File: config.mk
export PLATFORM = sky130hd
export DESIGN_NAME = sim_ctrl_mon
export DESIGN_NICKNAME = d
export VERILOG_FILES = /design/src/rtl/sim_ctrl_mon.sv
export SDC_FILE = /design/constraint.sdc
export NUM_CORES = 1
export LEC_CHECK = 0
export ABC_AREA = 1
export BUFFER_PORTS_ARGS = -buffer_cell sky130_fd_sc_hd__buf_2
export CAP_MARGIN = 15
export CORE_UTILIZATION = 57
export CTS_CLUSTER_SIZE = 25
export DETAILED_ROUTE_END_ITERATION = 12
export PLACE_DENSITY = 0.92
export REMOVE_ABC_BUFFERS = 1
export SKIP_CTS_REPAIR_TIMING = 1
export SLEW_MARGIN = 20
export SYNTH_ARGS = -nofsm -noshare
export SYNTH_HDL_FRONTEND = slang
export SYNTH_SLANG_ARGS = --single-unit
File: constraint.sdc
create_clock -name clk -period 2.5 [get_ports clk]
set_input_delay 0.125 -clock clk [delete_from_list [all_inputs] [get_ports clk]]
set_output_delay 0.125 -clock clk [all_outputs]
set_load 0.02 [all_outputs]
File: src/rtl/sim_ctrl_mon.sv
// Run-control monitor: snoops CPU AHB writes to a control address for PASS/FAIL codes,
// buffers console bytes, watches for retire stalls and counts retired instructions.
module sim_ctrl_mon #(
    parameter int unsigned        ADDR_W     = 32,
    parameter logic [ADDR_W-1:0]  CTRL_ADDR  = 32'h6000fff8,
    parameter int unsigned        NUM_LANES  = 1,
    parameter int unsigned        WDT_WINDOW = 5000,
    parameter int unsigned        FIFO_DEPTH = 16,
    parameter logic [31:0]        PC_THRESH  = 32'h00000ad4
) (
    input  logic                    clk,
    input  logic                    rst_b,
    input  logic [1:0]              ahb_htrans,
    input  logic [ADDR_W-1:0]       ahb_haddr,
    input  logic                    ahb_hwrite,
    input  logic                    ahb_hready,
    input  logic [31:0]             ahb_hwdata,
    input  logic [NUM_LANES-1:0]    rtu_retire,
    input  logic [NUM_LANES*32-1:0] rtu_retire_pc,
    output logic                    con_vld,
    output logic [7:0]              con_char,
    input  logic                    con_rdy,
    output logic                    sim_done,
    output logic [1:0]              sim_result,
    output logic [31:0]             instret_cnt,
    output logic [7:0]              drop_cnt
);

    localparam int unsigned PTR_W = $clog2(FIFO_DEPTH);
    localparam int unsigned WIN_W = $clog2(WDT_WINDOW);

    typedef enum logic [1:0] {
        ST_RUN     = 2'b00,
        ST_PASS    = 2'b01,
        ST_FAIL    = 2'b10,
        ST_TIMEOUT = 2'b11
    } state_t;

    state_t             state_q, state_d;
    logic               cap_q, cap_d;
    logic [WIN_W-1:0]   win_q, win_d;
    logic               seen_q, seen_d;
    logic [31:0]        instret_q, instret_d;
    logic [7:0]         drop_q, drop_d;
    logic [PTR_W:0]     wr_ptr_q, rd_ptr_q;
    logic [7:0]         mem [FIFO_DEPTH];

    logic [NUM_LANES-1:0] lane_hit;
    logic [31:0]          hit_cnt;

    for (genvar gi = 0; gi < NUM_LANES; gi++) begin : g_lane
        assign lane_hit[gi] = rtu_retire[gi] && (rtu_retire_pc[32*gi +: 32] > PC_THRESH);
    end

    always_comb begin
        hit_cnt = '0;
        for (int i = 0; i < NUM_LANES; i++) begin
            hit_cnt = hit_cnt + 32'(lane_hit[i]);
        end
    end

    // The data phase of a captured control write completes on the next hready edge.
    logic data_ph, is_pass, is_fail, running, push_req;
    assign data_ph  = ahb_hready && cap_q;
    assign is_pass  = data_ph && (ahb_hwdata == 32'h00000fff || ahb_hwdata == 32'hffff0000);
    assign is_fail  = data_ph && (ahb_hwdata == 32'h00000eee || ahb_hwdata == 32'heeee0000);
    assign running  = (state_q == ST_RUN);
    assign push_req = running && data_ph && !is_pass && !is_fail;

    logic empty, full, pop, push_ok, drop_ev;
    assign empty   = (wr_ptr_q == rd_ptr_q);
    assign full    = (wr_ptr_q[PTR_W] != rd_ptr_q[PTR_W]) &&
                     (wr_ptr_q[PTR_W-1:0] == rd_ptr_q[PTR_W-1:0]);
    assign pop     = !empty && con_rdy;
    assign push_ok = push_req && (!full || pop);
    assign drop_ev = push_req && full && !pop;

    logic win_last, any_ret, timeout;
    assign win_last = (win_q == WIN_W'(WDT_WINDOW - 1));
    assign any_ret  = |rtu_retire;
    assign timeout  = win_last && !seen_q && !any_ret;

    always_comb begin
        state_d   = state_q;
        win_d     = win_q;
        seen_d    = seen_q;
        instret_d = instret_q;
        cap_d     = cap_q;
        drop_d    = drop_q;
        if (ahb_hready) begin
            cap_d = ahb_htrans[1] && ahb_hwrite && (ahb_haddr == CTRL_ADDR);
        end
        if (drop_ev && drop_q != 8'hff) begin
            drop_d = drop_q + 8'd1;
        end
        if (running) begin
            instret_d = instret_q + hit_cnt;
            if (win_last) begin
                win_d  = '0;
                seen_d = 1'b0;
            end else begin
                win_d  = win_q + 1'b1;
                seen_d = seen_q || any_ret;
            end
            // A decoded code on the same edge as a timeout takes precedence.
            if (is_pass)      state_d = ST_PASS;
            else if (is_fail) state_d = ST_FAIL;
            else if (timeout) state_d = ST_TIMEOUT;
        end
    end

    always_ff @(posedge clk or negedge rst_b) begin
        if (!rst_b) begin
            state_q   <= ST_RUN;
            cap_q     <= 1'b0;
            win_q     <= '0;
            seen_q    <= 1'b0;
            instret_q <= '0;
            drop_q    <= '0;
            wr_ptr_q  <= '0;
            rd_ptr_q  <= '0;
        end else begin
            state_q   <= state_d;
            cap_q     <= cap_d;
            win_q     <= win_d;
            seen_q    <= seen_d;
            instret_q <= instret_d;
            drop_q    <= drop_d;
            if (push_ok) wr_ptr_q <= wr_ptr_q + 1'b1;
            if (pop)     rd_ptr_q <= rd_ptr_q + 1'b1;
        end
    end

    always_ff @(posedge clk) begin
        if (push_ok) begin
            mem[wr_ptr_q[PTR_W-1:0]] <= ahb_hwdata[7:0];
        end
    end

    assign con_vld     = !empty;
    assign con_char    = empty ? 8'h00 : mem[rd_ptr_q[PTR_W-1:0]];
    assign sim_done    = (state_q != ST_RUN);
    assign sim_result  = state_q;
    assign instret_cnt = instret_q;
    assign drop_cnt    = drop_q;

endmodule

==> parameters.txt <==
Parameter                              Value

Run
  Count of max-cap constraint violations    0

Drt
  Post-detailed-route wirelength per cell    between 15 and 20 um
  Count of TritonRoute iterations in the first routing pass    5
  Total length of routed wires    23800 um
  First DRT Iteration DRCs    between 800 and 900
  Routed via count divided by cell count    about 5.7
  Via total after detailed routing    around 7900
  DRC    0
  Post-route ant nets    0

Final layout
  Final Instance Area    ~11000 um2
  Share of final-layout standard cells stronger than drive strength 1    20.6%
  Area added between synthesis and finish    19.9%
  Inserted Diodes    0
  Final Net Count    ~1300
  Most frequent standard cell in the layout excluding fill and tap cells    sky130_fd_sc_hd__nand2_1
  Count of fill cells added during filler insertion    approximately 1100
  Final standard cell utilization of the core    70.3%
  Leading cell types in the layout, fill and taps excluded    sky130_fd_sc_hd__nand2_1, sky130_fd_sc_hd__nor2_1, sky130_fd_sc_hd__buf_2

Placed design
  Half-perimeter wire length of the detailed placement result    about 16000 um
  Global placement routability congestion    between 0.9 and 1
  # port buffers    between 150 and 200
  Instance area at placement    about 11000 um2

Clock tree
  Latest clock arrival within the worst-skew pair    ~0.43 ns
  CTS buffer count    17
  Maximum buffer depth of the clock tree    2
  Number of H-tree levels    4
  Clock Sinks    around 200
  Clock Tree Root    sky130_fd_sc_hd__clkbuf_16
  TritonCTS clock tree    yes
  Clock edge transition at the registers on the reported setup and hold paths    ~0.070 ns

Worst setup path
  Category of the most critical setup path    reg2out
  Category of the worst setup path capture point    primary output
  Worst reg2reg path depth    8
  Data arrival time of the worst path    ~2.3 ns
  Standard cell with the maximum stage delay on the critical path    sky130_fd_sc_hd__dfrtp_2
  Max FO, Critical Path    33
  Required time at the worst-slack endpoint    between 2 and 2.5 ns
  Cell chain of the critical path    buf_12, nor2_1, o32ai_1, nand2_1, nand2_1, inv_1, a21oi_1, buf_2
  Delay of the slowest cell on the worst path    about 0.46 ns
  Cell occurring most often along the worst timing path    sky130_fd_sc_hd__nand2_1
  Critical path launch point type    flop

Pwr
  Clk pwr share    between 30% and 40%
  IR drop worst, VDD    0.877 mV
  Psw    between 3 and 4 mW
  Part of the power in registers    40.4%
  Pwr Total    approximately 9 mW
  Sw Share    about 34%
  Combinational share of power    29.6%
  Leakage power    between 4 and 5 nW
  Ratio of total power to cell area    a little under 800 nW/um2
  Internal power contribution    5.77 mW

Timing
  Headroom to the max-slew limit    47.8%
  Hold slack    -0.0457 ns
  Minimum clock period    ~2.4 ns
  Maximum clock frequency    roughly 410 MHz
  Post-route clock period utilization    96.9%
  Count of endpoints failing hold in the final timing report    1
  Pins over their slew limit    0
  Transition time at the pin with the least slew margin    0.780 ns
  Final total negative setup slack    0 ns
  Count of endpoints failing setup in the final report    0
  Clock Skew    between 0.01 and 0.015 ns

Synthesis
  Share of the yosys chip area belonging to registers    59.1%
  Count of distinct cell types in the synthesized netlist    just over 40
  Leading cell types by total area after synthesis    sky130_fd_sc_hd__edfxtp_1, sky130_fd_sc_hd__dfrtp_1, sky130_fd_sc_hd__nand2_1, sky130_fd_sc_hd__nor2_1, sky130_fd_sc_hd__inv_1
  Synth warnings    0
  Top cell type's share of synthesized area    41.1%
  Cell taking the most area after synthesis    sky130_fd_sc_hd__edfxtp_1
  Synthesized cell area    ~9300 um2
  Syn Area/Cell    between 9 and 10 um2
  Cells after synthesis    between 900 and 1000
  Number of storage elements in the synthesis netlist    ~200

Floorplan
  CORE AREA    15900 um2
  Top-Level Pins    roughly 160
  Die W    ~130 um
  Total Die Area    approximately 17000 um2
  Starting Density    around three fifths
  Row cnt    between 40 and 50
  Height of the die    between 100 and 150 um

GRT
  Number of global-route vias before repair    around 7600
  Grt total ovfl    0
  Largest net degree at the start of global routing    67
  Global Route Usage Sum    29.2%
  Initial antenna violation count    0
  Wire length of the first global-routing pass    approximately 37000 um

Min path
  Hold path cells    4
  Class of the worst hold path    in2reg

Outcome
  Outcome    finished with violations
  Failing checks    negative hold slack
[per-layer routing]
metal | part of all wire, % | global-route usage, %
met1 | 38 | 35.2
met4 | 3.0 | 12.2
met3 | 7.9 | 5.17
met2 | 51 | 51.6
met5 | 0 | 0
[power by group through the flow]
| stage | logic [mW] | clock network, mW | registers [mW] |
|---|---|---|---|
| 2_1_floorplan | 1.27 | 0 | 3.79 |
| 3_3_place_gp | 2.27 | 0 | 3.60 |
| 3_5_place_dp | 2.38 | 0 | 3.60 |
| 4_1_cts | 2.42 | 2.63 | 3.53 |
| 5_1_grt | 2.81 | 2.77 | 3.55 |
| 6_report | 2.60 | 2.63 | 3.55 |
[sequential cells by signal, indices dropped and copies added, names as in the netlist]
register and cells:
mem 128, wr_ptr_q 5, instret_cnt 32, rd_ptr_q 5, sim_result 2, win_q 13, cap_q 1, seen_q 1
drop_cnt 8
[metrics by stage]
stage,instances,setup WS [ns]
2_1_floorplan,927,-1.27
3_3_place_gp,1331,0.162
3_5_place_dp,1331,0.0576
4_1_cts,1363,-0.0803
5_1_grt,1369,-0.0471
6_report,1369,0.0763
[synthesized netlist by cell type, drive strengths merged]
master    n
nor3     34
o41ai     1
clkbuf   16
nand3b    1
dfrtp    67
mux2i    12
nor4     15
o21ai    44
o21bai    2
and2      1
ha        9
xnor2    13
o221ai   12
xor2     38
nor2    173
o22ai     1
o211ai    4
nand3    43
nand4    31
edfxtp  128
o32ai    16
buf      11
and3      1
inv      92
a41oi     1
a221oi    1
a22o      1
a21oi    13
nand2   173
[critical path: cells and delay by family (launching register included)]
kind	cells	cell delay (ns)
AOI/OAI and AO/OA	2	0.59
buffers and inverters	3	0.48
DFF	1	0.46
and+or+nand+nor	3	0.32
[area by class of cell]
cell class	instances	area (um2)	share of cell area, %
Clock buffer	19	433	3.86
Clock inverter	13	126	1.13
Inverter	92	350	3.13
Multi-Input combinational cell	640	3380	30.2
Sequential cell	195	5520	49.3
Tap cell	216	270	2.41
Timing Repair Buffer	194	1120	10.0
[cells by family (layout without fill, tap and decap cells)]
group	Yosys count	after routing	share of synthesized area, %
muxes	12	12	1.29
buffers and inverters	119	318	5.01
xor gates and xnor gates	51	51	4.78
DFF	195	195	59.1
AOI/OAI and AO/OA	96	96	6.60
adders and majority gates	9	9	1.21
and+or+nand+nor	472	472	22.0
[worst paths after layout]
check	from	to	slack [ns]
worst max-delay path	rd_ptr_q[0]	con_char[5]	0.08
worst min-delay path	ahb_haddr[28]	cap_q	-0.05
worst max register to register	wr_ptr_q[3]	mem[15][7]	0.36
worst min register to register	instret_cnt[25]	instret_cnt[25]	0.49
max in group asynchronous	rst_b	rd_ptr_q[0]	1.92
min in group asynchronous	rst_b	instret_cnt[31]	0.26
Note: power is estimated with default switching activity, not from simulation.
